--- config.mk ---
export PLATFORM = sky130hd
export DESIGN_NAME = qpp_job_arbiter
export DESIGN_NICKNAME = d
export VERILOG_FILES = /design/src/rtl/qpp_job_arbiter.sv
export SDC_FILE = /design/constraint.sdc
export NUM_CORES = 1
export LEC_CHECK = 0
export BUFFER_PORTS_ARGS = -buffer_cell sky130_fd_sc_hd__clkbuf_2
export CELL_PAD_IN_SITES_DETAIL_PLACEMENT = 0
export CELL_PAD_IN_SITES_GLOBAL_PLACEMENT = 1
export CORE_MARGIN = 2
export CORE_UTILIZATION = 33
export CTS_CLUSTER_DIAMETER = 80
export DETAILED_ROUTE_END_ITERATION = 16
export PLACE_DENSITY_LB_ADDON = 0.05
export SLEW_MARGIN = 20
export SYNTH_ARGS = -nofsm -noshare
export SYNTH_HDL_FRONTEND = slang
export SYNTH_SLANG_ARGS = --single-unit
--- constraint.sdc ---
create_clock -name aclk -period 3.26 [get_ports aclk]
set_input_delay 0.326 -clock aclk [delete_from_list [all_inputs] [get_ports aclk]]
set_output_delay 0.326 -clock aclk [all_outputs]
set_load 0.005 [all_outputs]
--- src/rtl/qpp_job_arbiter.sv ---
// Round-robin arbiter sharing one QPP index generator between several requesters.
// Accepts one (f1, f2, k) job at a time, forwards the result vector to its owner and checks framing.
module qpp_job_arbiter #(
  parameter int DATA_WIDTH = 32,
  parameter int NUM_REQ    = 2,
  localparam int IW        = $clog2(NUM_REQ)
) (
  input  logic                          aclk,
  input  logic                          aresetn,
  input  logic [NUM_REQ*DATA_WIDTH-1:0] s_f1_tdata,
  input  logic [NUM_REQ*DATA_WIDTH-1:0] s_f2_tdata,
  input  logic [NUM_REQ*DATA_WIDTH-1:0] s_k_tdata,
  input  logic [NUM_REQ-1:0]            s_k_tvalid,
  output logic [NUM_REQ-1:0]            s_k_tready,
  output logic [NUM_REQ-1:0]            m_ind_tvalid,
  output logic [DATA_WIDTH-1:0]         m_ind_tdata,
  output logic                          m_ind_tuser,
  output logic                          m_ind_tlast,
  input  logic [NUM_REQ-1:0]            m_ind_tready,
  output logic [DATA_WIDTH-1:0]         g_f1_tdata,
  output logic [DATA_WIDTH-1:0]         g_f2_tdata,
  output logic [DATA_WIDTH-1:0]         g_k_tdata,
  output logic                          g_k_tvalid,
  input  logic                          g_k_tready,
  input  logic                          g_ind_tvalid,
  input  logic                          g_ind_tuser,
  input  logic                          g_ind_tlast,
  input  logic [DATA_WIDTH-1:0]         g_ind_tdata,
  output logic                          g_ind_tready,
  output logic [IW-1:0]                 owner,
  output logic                          busy,
  output logic                          err
);

  // state  | meaning
  // IDLE   | searching requesters from rr_ptr, accepting one job
  // ISSUE  | presenting latched constants to the generator
  // STREAM | passing the generator's vector through to the owner
  typedef enum logic [1:0] {ST_IDLE, ST_ISSUE, ST_STREAM} state_t;

  state_t                  state, state_nxt;
  logic [IW-1:0]           rr_ptr, rr_nxt;
  logic [IW-1:0]           win;
  logic                    win_valid;
  logic                    accept;
  logic                    g_ind_hs;
  logic                    frame_err;
  logic [DATA_WIDTH-1:0]   sel_f1, sel_f2, sel_k;
  logic [DATA_WIDTH-1:0]   beat_cnt, beat_nxt;
  logic                    err_q;
  int                      idx;

  // first requesting index at or above rr_ptr, wrapping
  always_comb begin
    win       = '0;
    win_valid = 1'b0;
    idx       = 0;
    for (int i = 0; i < NUM_REQ; i++) begin
      idx = int'(rr_ptr) + i;
      if (idx >= NUM_REQ) idx = idx - NUM_REQ;
      if (!win_valid && s_k_tvalid[idx]) begin
        win_valid = 1'b1;
        win       = IW'(idx);
      end
    end
  end

  always_comb begin
    sel_f1 = s_f1_tdata[int'(win)*DATA_WIDTH +: DATA_WIDTH];
    sel_f2 = s_f2_tdata[int'(win)*DATA_WIDTH +: DATA_WIDTH];
    sel_k  = s_k_tdata[int'(win)*DATA_WIDTH +: DATA_WIDTH];
    rr_nxt = (int'(win) == NUM_REQ - 1) ? '0 : win + IW'(1);
  end

  assign accept   = (state == ST_IDLE) && win_valid && aresetn;
  assign g_ind_hs = (state == ST_STREAM) && g_ind_tvalid && g_ind_tready;
  assign beat_nxt = beat_cnt + DATA_WIDTH'(1);
  assign frame_err = ((beat_cnt == '0) ? !g_ind_tuser : g_ind_tuser) ||
                     (g_ind_tlast && (beat_nxt != g_k_tdata));

  always_ff @(posedge aclk) begin
    if (!aresetn) state <= ST_IDLE;
    else          state <= state_nxt;
  end

  always_comb begin
    state_nxt = state;
    case (state)
      ST_IDLE:   if (accept && (sel_k != '0)) state_nxt = ST_ISSUE;
      ST_ISSUE:  if (g_k_tready)              state_nxt = ST_STREAM;
      ST_STREAM: if (g_ind_hs && g_ind_tlast) state_nxt = ST_IDLE;
      default:                                state_nxt = ST_IDLE;
    endcase
  end

  always_comb begin
    s_k_tready   = '0;
    m_ind_tvalid = '0;
    m_ind_tdata  = '0;
    m_ind_tuser  = 1'b0;
    m_ind_tlast  = 1'b0;
    g_ind_tready = 1'b0;
    g_k_tvalid   = (state == ST_ISSUE);
    busy         = (state != ST_IDLE);
    if (accept) s_k_tready[win] = 1'b1;
    if (state == ST_STREAM) begin
      m_ind_tvalid[owner] = g_ind_tvalid;
      m_ind_tdata         = g_ind_tdata;
      m_ind_tuser         = g_ind_tuser;
      m_ind_tlast         = g_ind_tlast;
      g_ind_tready        = m_ind_tready[owner];
    end
  end

  always_ff @(posedge aclk) begin
    if (!aresetn) begin
      g_f1_tdata <= '0;
      g_f2_tdata <= '0;
      g_k_tdata  <= '0;
      owner      <= '0;
      rr_ptr     <= '0;
      beat_cnt   <= '0;
      err_q      <= 1'b0;
    end else begin
      err_q <= 1'b0;
      if (accept) begin
        g_f1_tdata <= sel_f1;
        g_f2_tdata <= sel_f2;
        g_k_tdata  <= sel_k;
        owner      <= win;
        rr_ptr     <= rr_nxt;
        if (sel_k == '0) err_q <= 1'b1;
      end
      if ((state == ST_ISSUE) && g_k_tready) beat_cnt <= '0;
      if (g_ind_hs) begin
        beat_cnt <= beat_nxt;
        if (frame_err) err_q <= 1'b1;
      end
    end
  end

  assign err = err_q;

endmodule

### Word-level counts from Yosys, hierarchy flattened

Index checks and enable logic that the tools add are counted.

* register bits after elaboration: 133
* bits of input ports: 234
* output and inout port bits: 139
* logic and storage cells: 88

* $add $sub $neg: 5
* $lt $le $gt $ge: 8
* equal/unequal tests: 6
* shift operators: 3
* muxes and demuxes: 36
* bitwise operators: 1
* reduce and logical (&&, ||, !) cells: 21

Operators with widths (number)
* 64-bit by 7-bit indexed part select with 32-bit output: 3
* 32-bit two-way mux: 5
* 32-bit zero test: 2
* 32-bit by 3-bit < comparator with 1-bit output, second input constant: 2
* 32-bit by 1-bit adder with 32-bit output, second input constant: 1
* 32-bit != test: 1
* 32-bit nonzero test: 1
* 1-bit two-way mux: 23
* 1-bit logical AND: 11
* 2-bit two-way mux: 5
* 2-bit by 1-bit != test with 1-bit output, second input constant: 3
* 2-bit one-hot mux with 3 select lines: 1
* 1-bit by 2-bit < comparator with 1-bit output, second input constant: 2
* 2-bit nonzero test: 2
* 3-bit AND reduction: 1
* 1-bit by 2-bit subtractor with 3-bit output, second input constant: 1
* 2-bit by 2-bit subtractor with 3-bit output, second input constant: 1
* 1-bit by 1-bit adder with 2-bit output, second input constant: 1
* 2-bit AND: 1
* 1-bit demux with 1-bit select: 2
* 2-bit by 1-bit == test with 1-bit output, second input constant: 1
* 2-bit == test, second input constant: 1
* 1-bit >= comparator, second input constant: 2
* 1-bit by 2-bit >= comparator with 1-bit output, second input constant: 1
* 5 further kinds: 6

### Depth between registers and ports, before layout

Gate-level depths: netlist (run 1).

* word-level depth: 15
* depth in mapped cells: 10
* gate-level depth less buffers: 9

### Least setup slack after synthesis (run 1)

OpenSTA, ideal clock, no wires.

* path kind: reg-to-reg
* start: reg beat_cnt[0]
* end: reg err_q (netlist: err)
* setup time: 0.131 ns
* arrival: 2.217 ns
* setup slack: 0.912 ns
* stages on the path, launching flop included: 9
* path buffers: 0
* period minus slack after synthesis: 2.348 ns
* cells stage by stage: dfxtp_1 ha_1 and3_1 nand2_1 nor4_2 xnor2_1 or4b_1 nor4_1 a31oi_1

* cells in the longest elaborated chain, start to end: 6

RTL lines
* start: declaration: line 49 `logic [DATA_WIDTH-1:0] beat_cnt, beat_nxt;`
* start signal: assignment: line 136 `beat_cnt <= beat_nxt;`
* 32-bit by 1-bit adder with 32-bit output: line 77 `assign beat_nxt = beat_cnt + DATA_WIDTH'(1);`
* 32-bit != test: line 79 `(g_ind_tlast && (beat_nxt != g_k_tdata));`
* 1-bit logical AND: line 79
* 1-bit logical OR *: line 78 `assign frame_err = ((beat_cnt == '0) ? !g_ind_tuser : g_ind_tuser) ||`
* 1-bit two-way mux *: line 137 `if (frame_err) err_q <= 1'b1;`
* 1-bit two-way mux *: line 135 `if (g_ind_hs) begin`
* end signal: assignment: line 125 `err_q <= 1'b0;`
* end signal: assignment: line 132 `if (sel_k == '0) err_q <= 1'b1;`
* end signal: assignment: line 137
* end: declaration: line 50 `logic err_q;`

Mark *: on every way between the ends. The rest lies on a longest branch, timed or not.
A chain may end at the register's enable or synchronous reset.

### Final worst setup path (run 1)

Same ends and word-level chain as after synthesis.

==> summary.md, run 1 <==
| Metric | Value |
|---|---|
| DP Area | 9640 sq um |
| Drc violations | 0 |
| CP max stage delay | 0.58 ns |
| Syn_area_per_cell | 8.45 sq um |
| Post-cts gate resize count | 0 |
| Most frequent cells in the layout | 371 x clkbuf_2, 133 x dfxtp_1, 97 x mux2i_1, 97 x nand2_1, 65 x o21ai_0 |
| CTS root buf | clkbuf_16 |
| Total Power | 4.79 mW |
| Worst Path Max Fanout | 8 |
| Core area | 22600 sq um |
| Worst-path cell chain | ha_1 -> and3_1 -> nand2_1 -> nor4_2 -> xnor2_1 -> or4b_1 -> nor4_1 -> a31oi_1 |
| DIE HEIGHT | 156 um |
| Die Width | 156 um |
| Fraction of layout instances using a drive strength above 1 | 34.8% |
| Reg2Reg Depth | 8 |
| Worst path arrival time | 3.07 ns |
| Power per Cell Area | 467 nW/um^2 |
| Final ANT Viol Nets | 0 |
| CTS tree | done |
| DRT Wirelength | 28400 um |
| Final Hold Vio Count | 0 |
| Met3 global-route usage | 6.08% |
| Commonest non-fill, non-tap cell in the layout | clkbuf_2 |
| Number of synthesis warnings | 0 |
| Setup slack after placement | 0.529 ns |
| Register Area | 2660 sq um |
| Post-CTS Setup Bufs | 0 |
| Post-synth EDFFs | 0 |
| Final Setup Violations | 0 |
| Final period utilization | 85.2% |
| Final worst slack | 0.483 ns |
| Switching power share of the total | 29.8% |
| Placer congestion estimate | 0.822 |
| Max-cap viol count | 0 |
| DR vias/cell | 4.98 |
| Maximum vdd ir drop | 270 uV |
| Wire length per cell | 18.6 um |
| Initial antenna violation count | 0 |
| GR Layer Usage met1 | 29.0% |
| Max Fclk | 360 MHz |
| Max Slew Vio Count | 0 |
| Io pins | 373 |
| Overall routing resource usage | 22.8% |
| Met2 Use GR | 37.8% |
| Global route overflow | 0 |
| Clock sink count | 133 |
| Asr flop ratio synth | 0% |
| H-tree depth | 4 |
| Initial Utilization | 33.6% |
| Critical Path Sink Type | flop |
| Setup Crit Path Kind | flop to flop |
| Clk_lat worst skew | 0.43 ns |
| Fin Clk Skew | 0.00983 ns |
| Run status | finished clean |
| Area growth syn-to-layout | 34.7% |
| Gr busiest metal | met2 |
| CTS Buf Count | 17 |
| Static Leak | 5.47 nW |
| Net Switching | 1.43 mW |
| Post-Syn Nets | 1137 |
| Seq pwr share | 38.9% |
| Mapped Cells | 901 |
| R2r endpoint | err |
| Slew headroom | 41.7% |
| WHS | 0.204 ns |
| Diode count | 0 |
| First-pass GRT wire length | 42400 um |
| DRT iter0 DRCs | 429 |
| Fin area | 10300 sq um |
| FP Rows | 55 |
| # port buffers | 372 |
| Largest net degree at the start of global routing | 87 |
| Finished Core Util | 45.3% |
| Via total after detailed routing | 7567 |
| Tightest Pin Transition | 0.874 ns |
| Clock Power Share | 42.4% |
| Main synth FF type | dfxtp_1 |
| Placed cells | 1489 |
| #FFs+latches synth | 133 |
| Worst flop-to-flop path startpoint | beat_cnt[0] |
| Logic pwr share | 18.6% |
| Mapped Area | 7610 sq um |
| Crit path to | err |
| Area of the multi-input gates | 4590 sq um |
| Vias in the first global route | 7401 |
| Filler cells | 2335 |
| Sequential fraction of the synthesis area | 35.0% |
| 1st-pass router iterations | 4 |
| Synth unique cells | 47 |
| NumNets Final | 1459 |
| CP startpoint kind | flop |
| Min Tclk post-route | 2.78 ns |
| Dpl hpwl | 22300 um |
| Critical Path RT | 3.56 ns |
| R2R Setup Slk | 0.48 ns |
| Max clock buf depth | 2 |
| Worst path slowest cell | or4b_1 |
| Cell Int Power | 3.36 mW |
| Worst min path class | input pin to flop |
| Finished Layout Cells | 1521 |
| Setup tns final | 0 ns |
| RSZ-0062 raised after global routing | no |
| Clock-pin slew on the worst setup and hold paths | 0.06 ns |
| Hold Buf Count CTS | 0 |
| Die Footprint | 24300 sq um |
| Crit. Startpoint | beat_cnt[0] |
==> flip-flops by register name, summed over array words and instances (netlist names) <==
register	flops
beat_cnt	32
err	1
g_f2_tdata	32
state	2
g_k_tdata	32
rr_ptr	1
owner	1
g_f1_tdata	32
==> power groups by stage <==
| stage | registers [mW] | logic [mW] | clock network [mW] |
|---|---|---|---|
| after floorplan | 1.88 | 0.453 | 0 |
| after global placement | 1.90 | 0.902 | 0 |
| after detailed placement | 1.90 | 0.899 | 0 |
| after CTS | 1.87 | 0.903 | 2.08 |
| after global routing | 1.88 | 0.985 | 2.16 |
| final | 1.86 | 0.890 | 2.03 |
==> layer usage <==
metal	part of all wire (%)	routed length, um	vias up
met5	0	0	-
li1	-	-	3867
met2	49	13800	197
met4	1.6	446	0
met1	44	12400	3473
met3	5.8	1640	30
==> critical path: cells and delay by family, from the launching register on <==
| kind | cells | cell delay (ns) |
|---|---|---|
| simple gates | 5 | 1.64 |
| flops | 1 | 0.46 |
| fa+ha+maj | 1 | 0.33 |
| xor+xnor | 1 | 0.11 |
| compound gates | 1 | 0.11 |
==> Yosys cell counts (all sizes together), types with 21 or more instances <==
cell	number	share of area, %
dfxtp	133	35
mux2i	97	13
nand2	97	4.8
o21ai	66	4.3
o211a	65	8.5
clkbuf	60	3.0
nand3	52	3.6
and2	43	3.5
xnor2	42	4.8
nor4	31	2.6
nor2b	27	2.2
nor2	26	1.3
buf	24	1.5
a21oi	21	1.4
nand4	21	1.7
==> cell families (layout without fill, tap and decap cells) <==
logic type,Yosys count,in the layout,share of synthesized area (%)
and+or+nand+nor,340,340,23.6
AOI/OAI and AO/OA,180,180,17.0
DFF,133,133,35.0
muxes,97,97,12.8
buffers and inverters,94,429,4.95
xor gates and xnor gates,55,55,6.33
adders and majority gates,2,2,0.329
==> final cells by class <==
class,count,share of cell area [%]
Timing Repair Buffer,387,19.4
Clock inverter,15,1.87
Sequential cell,133,26.0
Clock buffer,17,4.15
Multi-Input combinational cell,674,44.8
Tap cell,285,3.48
Inverter,10,0.366
==> worst min-delay path by stage <==
stage / to / start / cells after the start / slack [ns]
floorplan: rr_ptr / rr_ptr / 2 / 0.47
global placement: g_f2_tdata[30] / g_f2_tdata[30] / 1 / 0.48
detailed placement: g_f1_tdata[21] / g_f1_tdata[21] / 1 / 0.49
CTS: g_k_tdata[1] / s_k_tdata[1] / 3 / 0.20
global route: g_k_tdata[19] / s_k_tdata[51] / 3 / 0.22
finish: g_k_tdata[1] / s_k_tdata[1] / 3 / 0.20
Power figures use the tool's default switching activity.
==> run 2: changes to the inputs <==
Settings changed: ABC_AREA set to 1, CORE_UTILIZATION 33 to 31.
==> run 2 against run 1 <==
  * Count of clock-buffer cells in the layout rose by 1
  * Register-to-register slack improved by 0.43 ns
  * Die area rose by 7.3%
  * Synthesized cell count rose by 40%
  * Clock skew fell by 0.00061 ns
  * Synthesized area rose by 0.97%
  * Sequential power barely moved
  * Combinational power fell by 13%
  * Critical path depth fell by 2
  * Fmax rose by 17%
  * Final cell count rose by 28%
  * Via count rose by 21%
  * Critical path type is now flop to output pin
  * Highest routed layer unchanged
==> summary.md, run 2 <==
| Metric | Value |
|---|---|
| Min Tclk post-route | 2.38 ns |
| Die Footprint | 26100 sq um |
| Maximum vdd ir drop | 253 uV |
| CTS Buf Count | 17 |
| Hold Buf Count CTS | 0 |
| Top-area cell type share of the netlist area | 34.6% |
| H-tree depth | 4 |
| 1st-pass router iterations | 6 |
| Final ANT Viol Nets | 0 |
| #FFs+latches synth | 133 |
| Setup slack after placement | 0.822 ns |
| Mapped Cells | 1259 |
| Hold_sp | s_f2_tdata[12] |
| Overall routing resource usage | 24.9% |
| Post-Syn Nets | 1495 |
| Main synth FF type | dfxtp_1 |
| Vias in the first global route | 8867 |
| DIE HEIGHT | 161 um |
| Fin Clk Skew | 0.00922 ns |
| CTS root buf | clkbuf_16 |
| Global route overflow | 0 |
| CTS tree | done |
| Finished Core Util | 42.9% |
| Commonest non-fill, non-tap cell in the layout | nand2_1 |
| Final period utilization | 72.9% |
| Post-cts gate resize count | 0 |
| Worst path slowest cell | nor2_4 |
| Dpl hpwl | 26200 um |
| Top-count cell post-synth | nand2_1 |
| Clk_lat worst skew | 0.43 ns |
| Wire length per cell | 17.0 um |
| Worst min path class | input pin to flop |
| Crit. Startpoint | state[1] |
| Worst-path cell chain | nor2_1 -> o21ai_2 -> nor2_2 -> inv_2 -> nor2_4 -> clkbuf_2 |
| Largest net degree at the start of global routing | 61 |
| Die Width | 161 um |
| Syn_area_per_cell | 6.10 sq um |
| Final worst slack | 0.884 ns |
| Worst path arrival time | 2.05 ns |
| DP Area | 9850 sq um |
| Clock-pin slew on the worst setup and hold paths | 0.08 ns |
| Mapped Area | 7690 sq um |
| Max Fclk | 421 MHz |
| DRT Wirelength | 33000 um |
| Post-CTS Setup Bufs | 0 |
| Initial Utilization | 31.6% |
| First-pass GRT wire length | 50100 um |
| Max-cap viol count | 0 |
| Setup Crit Path Kind | flop to output pin |
| DR vias/cell | 4.71 |
| Post-synth top cells | 472 x nand2_1, 134 x inv_1, 133 x dfxtp_1, 120 x nand3_1, 109 x nor2_1 |
| Buffers and inverters on the worst path | 2 |
| Final Hold Vio Count | 0 |
| Worst flop-to-flop path startpoint | beat_cnt[0] |
| Initial antenna violation count | 0 |
| Net Switching | 1.43 mW |
| RSZ-0062 raised after global routing | no |
| CP startpoint kind | flop |
| Fraction of layout instances using a drive strength above 1 | 27.8% |
| Seq pwr share | 40.0% |
| Setup tns final | 0 ns |
| Critical Path Sink Type | output pin |
| Post-synth EDFFs | 0 |
| Tightest Pin Transition | 0.663 ns |
| Logic pwr share | 16.9% |
| Switching power share of the total | 31.2% |
| # port buffers | 372 |
| Run status | finished clean |
| FP Rows | 57 |
| CP max stage delay | 0.48 ns |
| Via total after detailed routing | 9170 |
| Fin area | 10400 sq um |
| DRT iter0 DRCs | 531 |
| Synth unique cells | 36 |
| Sequential fraction of the synthesis area | 34.6% |
| Final Setup Violations | 0 |
| NumNets Final | 1844 |
| Placer congestion estimate | 0.865 |
| Max Slew Vio Count | 0 |
| CP delay by family, top | simple AND/OR/NAND/NOR gates |
| Max clock buf depth | 2 |
| Drc violations | 0 |
| Static Leak | 4.93 nW |
| Area growth syn-to-layout | 35.8% |
| Power per Cell Area | 440 nW/um^2 |
| Area contributors post-synth | dfxtp_1 35%, nand2_1 23%, nand3_1 7.8%, inv_1 6.5%, nor2_1 5.3% |
| Worst Path Max Fanout | 21 |
| Most frequent cells in the layout | 472 x nand2_1, 372 x clkbuf_2, 134 x inv_1 |
| Diode count | 0 |
| Io pins | 373 |
| Clock sink count | 133 |
| Asr flop ratio synth | 0% |
| Cell Int Power | 3.16 mW |
| Cell taking the most area after synthesis | dfxtp_1 |
| Slew headroom | 55.8% |
| Number of synthesis warnings | 0 |
| Core area | 24300 sq um |
| Clock Power Share | 43.1% |
| Critical Path RT | 2.93 ns |
## run 2: cell types whose count changed after synthesis, sizes merged, moves of 15 or more
cell and change:
clkbuf -25, a21oi +15, o211a -65, inv +127
nor4 -24, nor2b -27, a31oi +61, nand3 +69
mux2i -95, nand2 +381, xnor2 -40, nor2 +95
and2 -41
## run 2: cells by family after synthesis
family                   count (synthesis)  synth area share [%]
AND/OR/NAND/NOR                        752                  40.9
XOR/XNOR                                 5                 0.928
adder cells (fa/ha/maj)                  2                 0.326
multiplexers                             4                 0.553
buffers and inverters                  196                  10.2
flip-flops                             133                  34.6
AO/OA/AOI/OAI                          167                  12.5
## run 2: worst register-to-register path: stages (launching register included)
cell,delay (ns)
dfxtp_1,0.42
ha_1,0.24
nand2_2,0.11
nor2_4,0.23
nand2_2,0.15
nor2_1,0.32
nand3_1,0.13
nand3_1,0.11
nand2_1,0.05
nor2_1,0.10
nand2_1,0.05
nor2_1,0.11
nand3_1,0.08
nand2_1,0.06
a21oi_1,0.05
## run 2: layer usage
layer  GRT usage (%)  part of all wire, %  vias up
met3            6.32                  6.0       39
met4            6.62                  2.0        0
li1                -                    -     4743
met5               0                    0        -
met2            44.4                   51      288
met1            29.8                   41     4100
## run 2: power by group through the flow
| stage | Clock (mW) | Combinational (mW) | Sequential [mW] |
|---|---|---|---|
| floorplan | 0 | 0.380 | 1.85 |
| global placement | 0 | 0.786 | 1.87 |
| detailed placement | 0 | 0.787 | 1.87 |
| CTS | 2.02 | 0.788 | 1.84 |
| global route | 2.10 | 0.876 | 1.85 |
| finish | 1.98 | 0.776 | 1.84 |
## run 2: worst paths after layout
kind / slack (ns) / end / cells after the start
worst min register to register: 0.49 / g_f2_tdata[19] / 2
worst max-delay path: 0.88 / s_k_tready[1] / 6
worst min-delay path: 0.13 / g_f2_tdata[12] / 3
worst max register to register: 0.91 / err / 14
## run 2: layout make-up
type	instances	area (sq um)
Inverter	138	519
Multi-Input combinational cell	930	4260
Sequential cell	133	2660
Clock inverter	14	161
Clock buffer	18	429
Tap cell	324	405
Timing Repair Buffer	388	2010
Fill cell	2713	13900
## run 2: metrics by stage
step / instances / hold WS, ns / power, mW
final: 1945 / 0.127 / 4.60
after global routing: 1945 / 0.124 / 4.83
after CTS: 1945 / 0.113 / 4.64
after detailed placement: 1913 / 0.475 / 2.66
after global placement: 1913 / 0.475 / 2.66
after floorplan: 1259 / 0.459 / 2.23
